<file path="config.mk">
export PLATFORM = sky130hd
export DESIGN_NAME = regbank_arb
export DESIGN_NICKNAME = d
export VERILOG_FILES = /design/src/rtl/regbank_arb.sv
export SDC_FILE = /design/constraint.sdc
export NUM_CORES = 1
export LEC_CHECK = 0
export ABC_AREA = 0
export BUFFER_PORTS_ARGS = -buffer_cell sky130_fd_sc_hd__buf_2
export CAP_MARGIN = 10
export CELL_PAD_IN_SITES_DETAIL_PLACEMENT = 1
export CELL_PAD_IN_SITES_GLOBAL_PLACEMENT = 2
export CORE_MARGIN = 2
export CORE_UTILIZATION = 25
export CTS_BUF_LIST = sky130_fd_sc_hd__clkbuf_4
export DETAILED_ROUTE_END_ITERATION = 12
export GPL_ROUTABILITY_DRIVEN = 0
export GPL_TIMING_DRIVEN = 0
export PLACE_DENSITY_LB_ADDON = 0.25
export REMOVE_ABC_BUFFERS = 1
export SETUP_SLACK_MARGIN = 0.02
export SYNTH_ARGS = -nofsm -noshare
export SYNTH_HDL_FRONTEND = slang
export SYNTH_SLANG_ARGS = --single-unit
</file>
<file path="constraint.sdc">
create_clock -name clk -period 2.36 [get_ports clk]
set_clock_uncertainty 0.2 [all_clocks]
set_input_delay 0.118 -clock clk [delete_from_list [all_inputs] [get_ports clk]]
set_output_delay 0.118 -clock clk [all_outputs]
set_load 0.02 [all_outputs]
</file>
<file path="src/rtl/regbank_arb.sv">
// ============================================================================
// Module   : regbank_arb
// Brief    : Round-robin arbiter/sequencer sharing one register bank among
//            NREQ requesters. Define REGBANK_ARB_ERR_EN to add the err_o port.
// Revision : 1.0 - initial release
// ============================================================================
`default_nettype none

module regbank_arb #(
    parameter int NREQ = 4,
    parameter int NREG = 4,
    parameter int AW   = 2,
    parameter int DW   = 8
) (
    input  logic                 clk,
    input  logic                 rst_n,
    input  logic [NREQ-1:0]      req_i,
    input  logic [NREQ-1:0]      we_i,
    input  logic [NREQ-1:0]      clr_i,
    input  logic [NREQ*AW-1:0]   addr_i,
    input  logic [NREQ*DW-1:0]   wdata_i,
    output logic [NREQ-1:0]      ack_o,
`ifdef REGBANK_ARB_ERR_EN
    output logic [NREQ-1:0]      err_o,
`endif
    output logic [DW-1:0]        rdata_o,
    output logic [NREG-1:0]      reg_wen_o,
    output logic [NREG-1:0]      reg_clr_o,
    output logic [NREG-1:0]      reg_ren_o,
    output logic [DW-1:0]        reg_wdata_o,
    input  logic [NREG*DW-1:0]   reg_rdata_i
);

    localparam int            IW      = $clog2(NREQ);
    localparam logic [IW-1:0] PTR_RST = IW'(NREQ - 1);

    typedef enum logic [1:0] {
        ST_IDLE   = 2'd0,
        ST_ACCESS = 2'd1,
        ST_ACK    = 2'd2
    } state_t;

    state_t          state_q, state_d;
    logic [IW-1:0]   ptr_q,   ptr_d;
    logic [IW-1:0]   gnt_q,   gnt_d;
    logic            we_q,    we_d;
    logic            clr_q,   clr_d;
    logic            oor_q,   oor_d;
    logic [NREQ-1:0] ack_q,   ack_d;
    logic [DW-1:0]   rdata_q, rdata_d;
    logic [DW-1:0]   wdata_q, wdata_d;
    logic [NREG-1:0] wen_q,   wen_d;
    logic [NREG-1:0] clrs_q,  clrs_d;
    logic [NREG-1:0] ren_q,   ren_d;
`ifdef REGBANK_ARB_ERR_EN
    logic [NREQ-1:0] err_q,   err_d;
`endif

    logic            arb_found;
    logic [IW-1:0]   arb_idx;
    logic [IW-1:0]   arb_cand;
    logic [AW-1:0]   win_addr;
    logic [DW-1:0]   win_wdata;
    logic            win_we;
    logic            win_clr;
    logic            win_oor;
    logic [NREG-1:0] win_sel;
    logic [DW-1:0]   rd_or;
    logic [NREQ-1:0] gnt_onehot;

    // Search starts one past the last winner, so the last winner ends up last.
    always_comb begin
        arb_found = 1'b0;
        arb_idx   = '0;
        arb_cand  = '0;
        for (int i = 1; i <= NREQ; i++) begin
            arb_cand = IW'((int'(ptr_q) + i) % NREQ);
            if (!arb_found && req_i[arb_cand]) begin
                arb_found = 1'b1;
                arb_idx   = arb_cand;
            end
        end
    end

    always_comb begin
        win_addr  = '0;
        win_wdata = '0;
        win_we    = 1'b0;
        win_clr   = 1'b0;
        for (int k = 0; k < NREQ; k++) begin
            if (arb_idx == IW'(k)) begin
                win_addr  = addr_i[k*AW +: AW];
                win_wdata = wdata_i[k*DW +: DW];
                win_we    = we_i[k];
                win_clr   = clr_i[k];
            end
        end
        win_oor = ({1'b0, win_addr} >= (AW+1)'(NREG));
        win_sel = '0;
        for (int r = 0; r < NREG; r++) begin
            win_sel[r] = (win_addr == AW'(r));
        end
    end

    always_comb begin
        rd_or = '0;
        for (int r = 0; r < NREG; r++) begin
            rd_or = rd_or | reg_rdata_i[r*DW +: DW];
        end
        gnt_onehot = '0;
        for (int k = 0; k < NREQ; k++) begin
            gnt_onehot[k] = (gnt_q == IW'(k));
        end
    end

    // All outputs are registered: strobes are set on entry to ACCESS, ack on entry to ACK.
    always_comb begin
        state_d = state_q;
        ptr_d   = ptr_q;
        gnt_d   = gnt_q;
        we_d    = we_q;
        clr_d   = clr_q;
        oor_d   = oor_q;
        ack_d   = '0;
        rdata_d = '0;
        wdata_d = '0;
        wen_d   = '0;
        clrs_d  = '0;
        ren_d   = '0;
`ifdef REGBANK_ARB_ERR_EN
        err_d   = '0;
`endif
        case (state_q)
            ST_IDLE: begin
                if (arb_found) begin
                    gnt_d   = arb_idx;
                    ptr_d   = arb_idx;
                    we_d    = win_we;
                    clr_d   = win_clr;
                    oor_d   = win_oor;
                    wdata_d = win_wdata;
                    if (win_clr) begin
                        clrs_d = win_sel;
                    end else if (win_we) begin
                        wen_d  = win_sel;
                    end else begin
                        ren_d  = win_sel;
                    end
                    state_d = ST_ACCESS;
                end
            end
            ST_ACCESS: begin
                if (!clr_q && !we_q && !oor_q) begin
                    rdata_d = rd_or;
                end
                ack_d = gnt_onehot;
`ifdef REGBANK_ARB_ERR_EN
                err_d = oor_q ? gnt_onehot : '0;
`endif
                state_d = ST_ACK;
            end
            ST_ACK: begin
                state_d = ST_IDLE;
            end
            default: begin
                state_d = ST_IDLE;
            end
        endcase
    end

    always_ff @(posedge clk or negedge rst_n) begin
        if (!rst_n) begin
            state_q <= ST_IDLE;
            ptr_q   <= PTR_RST;
            gnt_q   <= '0;
            we_q    <= 1'b0;
            clr_q   <= 1'b0;
            oor_q   <= 1'b0;
            ack_q   <= '0;
            rdata_q <= '0;
            wdata_q <= '0;
            wen_q   <= '0;
            clrs_q  <= '0;
            ren_q   <= '0;
`ifdef REGBANK_ARB_ERR_EN
            err_q   <= '0;
`endif
        end else begin
            state_q <= state_d;
            ptr_q   <= ptr_d;
            gnt_q   <= gnt_d;
            we_q    <= we_d;
            clr_q   <= clr_d;
            oor_q   <= oor_d;
            ack_q   <= ack_d;
            rdata_q <= rdata_d;
            wdata_q <= wdata_d;
            wen_q   <= wen_d;
            clrs_q  <= clrs_d;
            ren_q   <= ren_d;
`ifdef REGBANK_ARB_ERR_EN
            err_q   <= err_d;
`endif
        end
    end

    assign ack_o       = ack_q;
    assign rdata_o     = rdata_q;
    assign reg_wen_o   = wen_q;
    assign reg_clr_o   = clrs_q;
    assign reg_ren_o   = ren_q;
    assign reg_wdata_o = wdata_q;
`ifdef REGBANK_ARB_ERR_EN
    assign err_o       = err_q;
`endif

endmodule

`default_nettype wire
</file>
# ---- Word level (Yosys, flattened, before mapping)
# Cells that the tools add are included.
dict set report word_totals {
  ff_bits 40
  in_bits 86
  output_inout_bits 32
  word_cells 97
}
dict set report classes {
  add_sub_neg 4
  magnitude_cmp 4
  eq_ne 11
  muxes 50
  bitwise_logic 3
  reduce_logical 14
}
# operator count
set ops {}
lappend ops {{$mux 8} 8}
lappend ops {{$mux 4} 12}
lappend ops {{$or 8x8->8} 3}
lappend ops {{$mux 2} 9}
lappend ops {{$mux 1} 16}
lappend ops {{$eq 2x2->1 const B} 6}
lappend ops {{$lt 2x3->1 const B} 4}
lappend ops {{$bmux 1 s2} 4}
lappend ops {{$eq 2x1->1 const B} 4}
lappend ops {{$logic_not 2->1} 4}
lappend ops {{$logic_not 1->1} 5}
lappend ops {{$add 2x1->2 const B} 2}
lappend ops {{$add 2x2->2 const B} 2}
lappend ops {{$logic_and 1x1->1} 4}
lappend ops {{$pmux 2 s2} 1}
lappend ops {{$ne 2x2->1 const B} 1}
lappend ops {{$reduce_and 2->1} 1}

# ---- Logic depth before layout (Yosys ltp)
dict set report depth {
  word_depth 23
  ltp_mapped 7
  mapped_depth_nobuf 7
}

# ---- Least setup slack after synthesis
# No wires, ideal clock.
dict set report synth_timing {
  path_kind {flip-flop to flip-flop}
  startpoint {register ptr_q[1]}
  endpoint {register ren_q[0] (netlist: reg_ren_o[0])}
  setup_time_ns 0.136
  arrival_time_ns 1.718
  t_required_ns 2.024
  slack_ns 0.306
  path_stages_with_launch 8
  period_less_slack_ns 2.054
  cell_sequence {dfstp_2 > nand3b_1 > a31oi_4 > buf_6 > buf_4 > nor2_1 > a22oi_2 > nor3_1}
}
dict set report synth_between {
  elab_chain_cells 23
}
# element line_no
set synth_lines {}
lappend synth_lines {{start: declaration} 44} ;# logic [IW-1:0] ptr_q, ptr_d;
lappend synth_lines {{start signal: assignment} 190} ;# ptr_q <= ptr_d;
lappend synth_lines {{$add 2x1->2} 77} ;# arb_cand = IW'((int'(ptr_q) + i) % NREQ);
lappend synth_lines {{$bmux 1 s2} 78} ;# if (!arb_found && req_i[arb_cand]) begin
lappend synth_lines {{$mux 1 (not written as such)} 78}
lappend synth_lines {{$mux 1} 78}
lappend synth_lines {{$logic_not 1->1} 78}
lappend synth_lines {{$logic_and 1x1->1} 78}
lappend synth_lines {{$mux 1} 78}
lappend synth_lines {{$logic_not 1->1} 78}
lappend synth_lines {{[5 not listed]} --}
lappend synth_lines {{$logic_not 2->1} 91} ;# if (arb_idx == IW'(k)) begin
lappend synth_lines {{$mux 2 (4 in series)} 91}
lappend synth_lines {{$logic_not 2->1} 101} ;# win_sel[r] = (win_addr == AW'(r));
lappend synth_lines {{$mux 4} 144} ;# end else if (win_we) begin
lappend synth_lines {{$mux 4} 142} ;# if (win_clr) begin
lappend synth_lines {{$mux 4 *} 135} ;# if (arb_found) begin
lappend synth_lines {{$mux 4 *} 133} ;# case (state_q)
lappend synth_lines {{net ren_d[0]} 54} ;# logic [NREG-1:0] ren_q, ren_d;
lappend synth_lines {{end signal: assignment} 200} ;# ren_q <= ren_d;
lappend synth_lines {{end: declaration} 54}
# Mark *: on every way through the listed nets, which the timed path passes. The rest lies on a longest branch. The select of a mux whose other input is x is not followed.
# A chain may end at the register's enable or synchronous reset.

# ---- Worst setup path in the final report
dict set report layout_timing {
  startpoint {register ptr_q[1]}
  endpoint {register wen_q[0] (netlist: reg_wen_o[0])}
}
dict set report layout_between {
  elab_chain_cells 23
}
# element line_no
set layout_lines {}
lappend layout_lines {{$add 2x1->2} 77}
lappend layout_lines {{$bmux 1 s2} 78}
lappend layout_lines {{$mux 1 (not written as such)} 78}
lappend layout_lines {{$mux 1} 78}
lappend layout_lines {{$logic_not 1->1} 78}
lappend layout_lines {{$logic_and 1x1->1} 78}
lappend layout_lines {{$mux 1} 78}
lappend layout_lines {{$logic_not 1->1} 78}
lappend layout_lines {{[5 not listed]} --}
lappend layout_lines {{$logic_not 2->1} 91}
lappend layout_lines {{$mux 2 (4 in series)} 91}
lappend layout_lines {{$logic_not 2->1} 101}
lappend layout_lines {{$mux 4} 144}
lappend layout_lines {{$mux 4} 142}
lappend layout_lines {{$mux 4 *} 135}
lappend layout_lines {{$mux 4 *} 133}
lappend layout_lines {{net wen_d[0]} 52} ;# logic [NREG-1:0] wen_q, wen_d;
lappend layout_lines {{end signal: assignment} 198} ;# wen_q <= wen_d;
lappend layout_lines {{end: declaration} 52}
# Marked as above.

==> results.md <==
* Placed Area at 2540 um2
* Sequential share of the synthesized area at 53.5%
* Clock transition at path regs at 0.12 ns
* Status: finished with violations
* Initial antenna violation count at 0
* Pins Over Slew Limit at 0
* Grt total ovfl at 0
* Die area at 8220 um2
* Setup CP Type: reg -> reg
* Slew margin rel. at 38.8%
* Area growth syn-to-layout at 78.5%
* Worst slew pin tran at 0.918 ns
* Fin crit share at 100%
* Final Setup Violations at 2
* Power consumption at 3.17 mW
* Final WL at 6140 um
* CTS Buf Count at 5
* Fmax at 0.423 GHz
* Num rows at 31
* GRT Total Usage at 15.2%
* Fin area at 3350 um2
* PortBufs at 117
* LEAKAGE at 1.66 nW
* Mapped Avg Cell Area at 11.8 um2
* Most frequent cell after synthesis: dfrtp_1
* Average wire per standard cell at 14.2 um
* DRT antenna net count at 0
* CP startpoint kind: flip-flop
* Crit end category: flip-flop
* Distinct cells, synth at 35
* CP max-delay cell: dfstp_2
* Final hold vios at 0
* CP most frequent cell: mux2i_4
* Die Wd at 90.6 um
* Worst skew pair latency at 0.35 ns
* Drt pass-1 iters at 4
* R2R depth at 7
* Syn Inst Count at 159
* Synth area leader: dfrtp_1
* Final min period at 2.36 ns
* Largest net degree at the start of global routing at 41
* Max-cap violation count at 0
* RSZ-0062 raised after global routing: yes
* Io pins at 118
* First-pass GRT wire length at 10,000 um
* CTS max path bufs at 2
* Synthesis Warnings at 0
* Synthesized area at 1880 um2
* Die height at 90.6 um
* Largest stage delay on the critical path at 0.63 ns
* Non-Filler Instances at 433
* Hold Path Class: in -> reg
* Vias in the first global route at 2,109
* Worst Slack Setup Final at -0.00281 ns
* Ys async rst share at 100%
* Min Hold Slack at 0.0372 ns
* Power Dens Cells at 947 nW/um2
* DP HPWL at 3800 um
* Core footprint at 7250 um2
* CP Max Fanout at 9
* Ant. Diodes at 0
* Vias at 1,945
* H-tree levels at 2
* # DRC at 0
* Post-synthesis register bit count at 40
* Root buffer cell: clkbuf_4
* Placed cells at 368
* Layout Nets at 419
* Initial Util at 25.9%
* Pre-CTS setup slack at -0.512 ns
* Via/cell ratio at 4.49
* Failing checks: negative setup slack
* Detailed router's first-iteration violation count at 26
* Worst EP required at 2.44 ns
* CTS tree: built
* Post-synth EDFFs at 0
* Crit path cell chain: nand3b_1 > a31oi_4 > buf_12 > mux2i_4 > mux2i_4 > or2_4 > nor3b_2
* Area contributors post-synth: dfrtp_1 51%, mux2i_1 8.5%, a211oi_1 6.8%, nor2b_1 3.3%, nor2_1 3.2%
* Share of cells above drive strength 1 at 52.1%
* Sink Count at 40
* Hold depth at 4
* Post-synth top area share at 50.7%
* Top_reg_cell synth: dfrtp_1
* Crit path arrival time at 2.44 ns
* Synth cell count leaders: 38 x dfrtp_1, 17 x a211oi_1, 16 x mux2i_1, 16 x nor2_1, 10 x nor2b_1
* Peak supply drop at 337 uV
-- per-layer routing --
| metal | share of wire (%) | vias up | global-route usage, % |
|---|---|---|---|
| met4 | 0.75 | 0 | 3.85 |
| met2 | 50 | 98 | 27.4 |
| met1 | 40 | 912 | 17.2 |
| li1 | - | 931 | - |
| met5 | 0 | - | 0 |
| met3 | 9.2 | 4 | 5.01 |
-- metrics by stage --
stage	utilization [%]	TNS, ns
3_3_place_gp	35.1	-6.14
4_1_cts	44.8	0
2_1_floorplan	-	-0.868
6_report	46.2	-0.00445
3_5_place_dp	35.1	-6.21
5_1_grt	46.2	-0.575
-- flip-flops by register name (all words and copies together) (netlist names), 4 cells and up --
register,flops
ack_o,4
reg_clr_o,4
reg_wdata_o,8
rdata_o,8
reg_wen_o,4
reg_ren_o,4
-- what timing repair did --
item	CTS	global route
setup buffers	9	5
pin swaps	5	9
cloned	2	0
setup endpoints to repair	22	20
resized for setup	20	8
endpoints found under the hold margin	54	0
hold buffers	41	0
-- cells in the final DEF (no fill, tap or decap), types with 2 or more instances in the layout --
| cell type | synthesis | final |
|---|---|---|
| buf_2 | 2 | 117 |
| dlygate4sd3_1 | 0 | 41 |
| dfrtp_1 | 38 | 38 |
| nor2_1 | 16 | 16 |
| a211oi_1 | 17 | 15 |
| buf_4 | 2 | 11 |
| nor2b_1 | 10 | 10 |
| mux2i_1 | 16 | 9 |
| nor4_1 | 8 | 8 |
| mux2i_4 | 0 | 7 |
| nand2_1 | 6 | 6 |
| clkbuf_4 | 0 | 6 |
| nand2b_1 | 6 | 5 |
| mux2_2 | 4 | 4 |
| nor3b_2 | 3 | 3 |
| nor3_2 | 0 | 3 |
| nand2b_4 | 0 | 2 |
| a21oi_4 | 0 | 2 |
| a31oi_4 | 1 | 2 |
| a211oi_2 | 0 | 2 |
| mux2i_2 | 2 | 2 |
| inv_1 | 2 | 2 |
| nor3_1 | 5 | 2 |
| dfstp_2 | 2 | 2 |
| buf_12 | 0 | 2 |
-- area by class of cell --
type / count / area (um2)
clock buffers: 6 / 45.0
clock inverters: 2 / 35.0
fillers: 812 / 3900
inverters: 3 / 11.3
multi-input cells: 111 / 1000
flip-flops and latches: 40 / 1000
well taps: 99 / 124
repair buffers: 172 / 1130
-- worst paths after layout --
| path | endpoint | start | slack [ns] |
|---|---|---|---|
| worst max-delay path | reg_wen_o[0]$_DFF_PN0_ | ptr_q[1]$_DFFE_PN1P_ | -0.003 |
| worst min-delay path | reg_wdata_o[6]$_DFF_PN0_ | wdata_i[6] | 0.04 |
| worst max register to register | reg_wen_o[0]$_DFF_PN0_ | ptr_q[1]$_DFFE_PN1P_ | -0.003 |
| worst min register to register | ack_o[2]$_DFF_PN0_ | gnt_q[0]$_DFFE_PN0P_ | 0.31 |
| max in group asynchronous | clr_q$_DFFE_PN0P_ | rst_n | 1.14 |
| min in group asynchronous | rdata_o[7]$_DFF_PN0_ | rst_n | 0.24 |
-- cells by family after synthesis --
group | synth area share, %
and+or+nand+nor | 19.1
AOI/OAI and AO/OA | 12.1
DFF | 53.5
muxes | 12.4
buffers and inverters | 2.93
-- power breakdown --
group	internal, mW	switching (mW)	total [mW]
clock	0.234	0.230	0.464
sequential	0.900	0.102	1.00
combinational	0.798	0.911	1.71
total	1.93	1.24	3.17
-- worst max-delay path: cells and delay by family (launching register included) --
kind,cells,cell delay (ns)
AND/OR/NAND/NOR,3,0.64
flip-flops,1,0.63
AO/OA/AOI/OAI,1,0.28
multiplexers,2,0.37
buffers and inverters,1,0.17
No activity file was read; power rests on OpenSTA's default activity.
